--- config.mk ---
export PLATFORM = sky130hd
export DESIGN_NAME = tick_blink_indicator
export DESIGN_NICKNAME = d
export VERILOG_FILES = /design/src/rtl/tick_blink_indicator.sv
export SDC_FILE = /design/constraint.sdc
export NUM_CORES = 1
export LEC_CHECK = 0
export CAP_MARGIN = 20
export CORE_MARGIN = 3
export CORE_UTILIZATION = 55
export CTS_CLUSTER_DIAMETER = 200
export DETAILED_ROUTE_END_ITERATION = 12
export PLACE_DENSITY = 0.87
export SYNTH_ARGS = -nofsm -noshare
export SYNTH_HDL_FRONTEND = slang
export SYNTH_SLANG_ARGS = --single-unit
--- constraint.sdc ---
create_clock -name clk_i -period 2.75 [get_ports clk_i]
set_input_delay 0.825 -clock clk_i [delete_from_list [all_inputs] [get_ports clk_i]]
set_output_delay 0.825 -clock clk_i [all_outputs]
set_load 0.02 [all_outputs]
--- src/rtl/tick_blink_indicator.sv ---
// tick_blink_indicator: turns one-cycle tick pulses into visible LED blinks.
// Ticks that arrive mid-blink are queued in a saturating counter and replayed.
module tick_blink_indicator #(
   parameter int ON_CYCLES   = 250000,
   parameter int OFF_CYCLES  = 250000,
   parameter int MAX_PENDING = 15
) (
   input  logic                               clk_i,
   input  logic                               reset_i,
   input  logic                               tick_i,
   output logic                               led_o,
   output logic                               busy_o,
   output logic [$clog2(MAX_PENDING+1)-1:0]   pending_o,
   output logic                               drop_o
);
   localparam int CMAX = (ON_CYCLES > OFF_CYCLES) ? ON_CYCLES : OFF_CYCLES;
   localparam int CW   = $clog2(CMAX + 1);
   localparam int PW   = $clog2(MAX_PENDING + 1);
   typedef enum logic [1:0] {S_IDLE, S_ON, S_OFF} state_t;
   state_t          state, state_n;
   logic [CW-1:0]   cnt, cnt_n;
   logic [PW-1:0]   pend_n;
   logic            drop_n, last_on, last_off, full, queue;
   always_ff @(posedge clk_i) begin
      if (reset_i) begin
         state     <= S_IDLE;
         cnt       <= '0;
         pending_o <= '0;
         drop_o    <= 1'b0;
      end else begin
         state     <= state_n;
         cnt       <= cnt_n;
         pending_o <= pend_n;
         drop_o    <= drop_n;
      end
   end
   // A tick on the last OFF cycle either starts the next blink directly or
   // cancels against the pending decrement, so it is never queued there.
   always_comb begin
      last_on  = (state == S_ON)  && (cnt == CW'(ON_CYCLES - 1));
      last_off = (state == S_OFF) && (cnt == CW'(OFF_CYCLES - 1));
      full     = (pending_o == PW'(MAX_PENDING));
      queue    = tick_i && (state == S_ON || state == S_OFF) && !last_off;
      state_n  = (state == S_ON)  ? (last_on ? S_OFF : S_ON) :
                 (state == S_OFF) ? (last_off ? ((tick_i || pending_o != '0) ? S_ON : S_IDLE) : S_OFF) :
                 (tick_i ? S_ON : S_IDLE);
      cnt_n    = (state == S_ON || state == S_OFF) && !last_on && !last_off ? cnt + CW'(1) : '0;
      pend_n   = (last_off && !tick_i && pending_o != '0) ? pending_o - PW'(1) :
                 (queue && !full) ? pending_o + PW'(1) : pending_o;
      drop_n   = queue && full;
   end
   always_comb begin
      led_o  = (state == S_ON);
      busy_o = (state != S_IDLE);
   end
endmodule

# Yosys cells after proc, flatten, opt, wreduce, memory -nomap -nowiden
# Index checks and enable logic that the tools add are counted.
[op_classes]
addsub = 3
n_reduce_logical = 20
n_mux = 8
n_eq_ne = 4
n_bitwise = 1
[op_table]
columns = ["cell", "n"]
rows = [
  ["18-bit by 1-bit adder with 18-bit output, second input constant", 1],
  ["18-bit equality test, second input constant", 1],
  ["1-bit logical AND", 10],
  ["2-bit two-way mux", 4],
  ["4-bit two-way mux", 2],
  ["4-bit by 1-bit adder with 4-bit output, second input constant", 1],
  ["4-bit equality test, second input constant", 1],
  ["1-bit logical NOT", 4],
  ["2-bit nonzero test", 2],
  ["4-bit nonzero test", 1],
  ["4-bit by 1-bit subtractor with 4-bit output, second input constant", 1],
  ["2-bit by 1-bit equality test with 1-bit output, second input constant", 1],
  ["2-bit equality test, second input constant", 1],
  ["1-bit logical OR", 2],
  ["1-bit two-way mux", 2],
  ["2-bit OR reduction", 1],
  ["1-bit NOT", 1],
]
[word_totals]
register_bits = 25
out_inout_bits = 7

# Depth between registers and ports, before layout
[depth]
ltp_word = 7
mapped_depth = 9
ltp_nobuf = 9

# Worst setup path after synthesis
# OpenSTA, ideal clock, no wires.
[synth_timing]
path_type = "reg-to-reg"
startpoint = "reg cnt[13]"
endpoint = "reg pending_o[2]"
path_buffers = 0
stages_incl_launch_ff = 8
slack_ns = 0.490
synth_period_minus_slack_ns = 2.260
setup_time_ns = 0.123
t_arrival_ns = 2.137
cell_sequence = "dfxtp_1 or2_1 or3_1 nor4_2 xor2_1 ha_1 o31ai_2 mux2_1"
[synth_via]
elab_chain_cells = 6
word_cells_on_any_way = 9
cone_classes = "eq/ne: 1; mux: 1; reduce/logical: 7"
[synth_lines]
columns = ["item", "line", "text"]
rows = [
  ["start: declaration", "21", "logic [CW-1:0] cnt, cnt_n;"],
  ["start signal: assignment", "32", "cnt <= cnt_n;"],
  ["18-bit equality test *", "41", "last_off = (state == S_OFF) && (cnt == CW'(OFF_CYCLES - 1));"],
  ["1-bit logical AND *", "41", ""],
  ["1-bit logical NOT", "43", "queue = tick_i && (state == S_ON || state == S_OFF) && !last_off;"],
  ["1-bit logical AND", "43", ""],
  ["1-bit logical AND", "49", "(queue && !full) ? pending_o + PW'(1) : pending_o;"],
  ["2-bit nonzero test (no source line)", "-", ""],
  ["end signal: assignment", "33", "pending_o <= pend_n;"],
  ["end: declaration", "13", "output logic [$clog2(MAX_PENDING+1)-1:0] pending_o,"],
]
# Every way passes the cells marked *; elsewhere a longest branch is shown, timed or not.
# A chain may end at the register's enable or synchronous reset.

# Final worst setup path
[layout_timing]
startpoint = "reg cnt[0]"
endpoint = "reg pending_o[2]"
# Same word-level chain as after synthesis.

==> impl_results.md <==
* Status: complete, no violations
* Worst Max-Slew Pin Slew at 0.506 ns
* Multi-input logic area at about 740 µm²
* Antenna-violating nets left at 0
* Placed cells at between 150 and 200
* Clk buf depth at 2
* CP dominant cell by count: ha_1
* Initial antenna violation count at 0
* RR Endpoint: pending_o[2]$_SDFFE_PP0P_
* Drt drc at 0
* Slew Limit Headroom at 0.660
* Worst-path cell chain: ha_1, and3_1, nand3_1, nor4_2, xor2_1, ha_1, o31ai_2, mux2_1
* DR vias at around 1100
* Via/cell ratio at ~5.7
* WP depth at 8
* CP Max Fanout at 4
* CP max stage delay at ~0.40 ns
* Cts hold-fix bufs at 0
* Fmax at approximately 0.4 GHz
* Internal at approximately 0.44 mW
* Min-Delay Path Class: register to register
* # diodes at 0
* Crit start category: register
* Post-Route Utilization at 0.694
* Non-filler cells, final at about 190
* Synth Area in XOR/XNOR at 0.109
* # rows at 16
* Max rail drop VDD at between 0.3 and 0.4 mV
* Filler instances at approximately 170
* Final period utilization at 0.899
* Die H at approximately 54 µm
* CP Capture Type: register
* R2r startpoint: cnt[0]$_SDFF_PP0_
* Top cell type's share of synthesized area at 0.389
* Pin count of the biggest net entering global routing at 18
* FF-to-FF path depth at 8
* Switching part of the total at 0.245
* Die ar. at 2960 µm²
* RD Place Congestion at approximately 0.87
* P_leak at roughly 0.53 nW
* Initial DRC count at 32
* First-pass GRT wire length at about 4400 µm
* Port buffer count at 9
* Die W at roughly 54 µm
* Post-synthesis cell area at about 1300 µm²
* Pwr Density at approximately 400 nW/µm²
* Total power draw at roughly 0.58 mW
* Post-synth EDFFs at 0
* Avg WL per Cell at roughly 13 µm
* Total Wirelength at between 2000 and 3000 µm
* Simple-Gate Fraction of Synth Area at 0.324
* Tot GR Track Use at 0.201
* Critical Path RT at about 3.0 ns
* Share of layout cells above drive strength 1 at 0.100
* Initial Util at 0.618
* Sum of negative setup slack at 0 ns
* Final Hold Fails at 0
* Io pins at 10
* Bufs and invs on worst path at 0
* Mux contribution to synthesized area at 0.0253
* Cts repair resizes at 0
* Area contributors post-synth: dfxtp_1 39%, xor2_1 7.5%, nor2_1 7.0%
* CTS Buf Count at 3
* Async set-or-reset flop fraction in the synthesized netlist at 0
* R2R Setup Slk at approximately 0.28 ns
* Cell count after synthesis at 147
* Slowest CP cell: dfxtp_1
* H-tree levels at 1
* Top cell type by total area after synthesis: dfxtp_1
* Net Sw Power at between 0.1 and 0.15 mW
* Crit-path leading delay family: simple AND/OR/NAND/NOR gates
* Register area at approximately 500 µm²
* Sequential cell area fraction in the yosys report at 0.389
* Detailed Place HPWL at 1880 µm
* Final Skew at 0.0117 ns
* DRT Pass-1 Iters at 5
* Root buffer cell: clkbuf_4
* Synth Area in Adders at 0.0486
* Vias in the first global route at roughly 1000
* Crit path from: cnt[0]$_SDFF_PP0_
* Seq pwr share at 0.633
* Max cap viols at 0
* Synth unique cells at 38
* Postcts setup bufs at 0
* Post-route minimum period at around 2.5 ns
* Area growth syn-to-layout at 12.3%
* Syn Nets at around 160
* Fin nets at 169
* Synth Area per Inst at slightly below 9 µm²
* Final Setup Violations at 0
* Worst path arrival time at 2.69 ns
* Comb pwr share at 0.077
* Post-synth top flop: dfxtp_1
* Yosys warnings at 0
* CTS tree: yes
* RSZ-0062 raised after global routing: false
* Core area at between 2000 and 2500 µm²
* Compound-Gate Fraction of Synth Area at 0.0720
* Slew Viols, Final at 0
* Worst setup path endpoint: pending_o[2]$_SDFFE_PP0P_
* Total gr overflow at 0
* #FFs+latches synth at 25
* Clock Latency Late Sink at roughly 0.33 ns
* Largest family of logic cells by synthesized area: simple AND/OR/NAND/NOR gates
* Clk sink count at 25
* Clock transition at path regs at about 0.15 ns
* Clk network pwr share at 0.290
* CP Class: register to register
flip-flops by register name, summed over array words and instances, names as in the netlist:
signal / count
state: 2
cnt: 18
pending_o: 4
drop_o: 1
metrics by stage:
| stage | instance area [µm²] | hold slack (ns) | worst slack [ns] |
|---|---|---|---|
| 4_1_cts | 1440 | 0.492 | 0.277 |
| 6_report | 1440 | 0.488 | 0.278 |
| 3_3_place_gp | 1410 | 0.443 | 0.101 |
| 5_1_grt | 1440 | 0.523 | 0.0530 |
| 2_1_floorplan | 1290 | 0.430 | 0.490 |
| 3_5_place_dp | 1410 | 0.460 | 0.00914 |
placed cells by master, fill, tap and decap left out, drive strengths merged, types with 2 or more instances in the layout:
master / instances
a21oi: 7
and3: 3
buf: 2
clkbuf: 3
clkdlybuf4s50: 9
dfxtp: 25
ha: 5
inv: 8
mux2: 2
nand2: 12
nand3: 12
nand4: 3
nor2: 24
nor2b: 3
nor3: 2
nor4: 3
nor4b: 2
o31ai: 2
or2: 4
or4: 2
xnor2: 5
xor2: 11
per-layer routing:
metal  vias to the layer above  track usage  routed length [µm]
li1                        529            -                   -
met1                       493        0.261                1190
met2                        36        0.337                1190
met3                         2       0.0354                 131
met4                         0       0.0622                  15
met5                         -            0                   0
area by class of cell:
| cell class | count | share of cell area |
|---|---|---|
| Tap cell | 27 | 0.0234 |
| Inverter | 8 | 0.0208 |
| Timing Repair Buffer | 11 | 0.0728 |
| Sequential cell | 25 | 0.347 |
| Multi-Input combinational cell | 112 | 0.516 |
| Clock inverter | 1 | 0.00520 |
| Clock buffer | 3 | 0.0156 |
worst min-delay path by stage:
| stage | from | endpoint | slack [ns] | depth (start not counted) |
|---|---|---|---|---|
| final | cnt[0]$_SDFF_PP0_ | cnt[0]$_SDFF_PP0_ | 0.49 | 1 |
| after global routing | pending_o[3]$_SDFFE_PP0P_ | drop_o$_SDFF_PP0_ | 0.52 | 2 |
| after CTS | cnt[0]$_SDFF_PP0_ | cnt[0]$_SDFF_PP0_ | 0.49 | 1 |
| after detailed placement | cnt[0]$_SDFF_PP0_ | cnt[0]$_SDFF_PP0_ | 0.46 | 1 |
| after global placement | cnt[0]$_SDFF_PP0_ | cnt[0]$_SDFF_PP0_ | 0.44 | 1 |
| after floorplan | cnt[0]$_SDFF_PP0_ | cnt[0]$_SDFF_PP0_ | 0.43 | 1 |
cells in the mapped netlist (all sizes together) (3+ instances only):
cell    n
xnor2   5
nand2  12
nor4    3
a21oi   7
dfxtp  25
inv     8
or2     4
nand4   3
nand3  12
nor2b   3
ha      5
and3    3
nor2   24
xor2   11
power groups by stage:
stage	combinational (mW)	clock, mW	sequential (mW)
2_1_floorplan	0.0250	0	0.379
3_5_place_dp	0.0444	0	0.378
5_1_grt	0.0492	0.187	0.371
6_report	0.0449	0.170	0.370
4_1_cts	0.0451	0.172	0.370
3_3_place_gp	0.0426	0	0.377
kinds of logic after synthesis:
group | count (synthesis)
flip-flops | 25
AND/OR/NAND/NOR | 76
multiplexers | 3
XOR/XNOR | 16
buffers and inverters | 10
adder cells (fa/ha/maj) | 5
AO/OA/AOI/OAI | 12
Note: power is estimated with default switching activity, not from simulation.
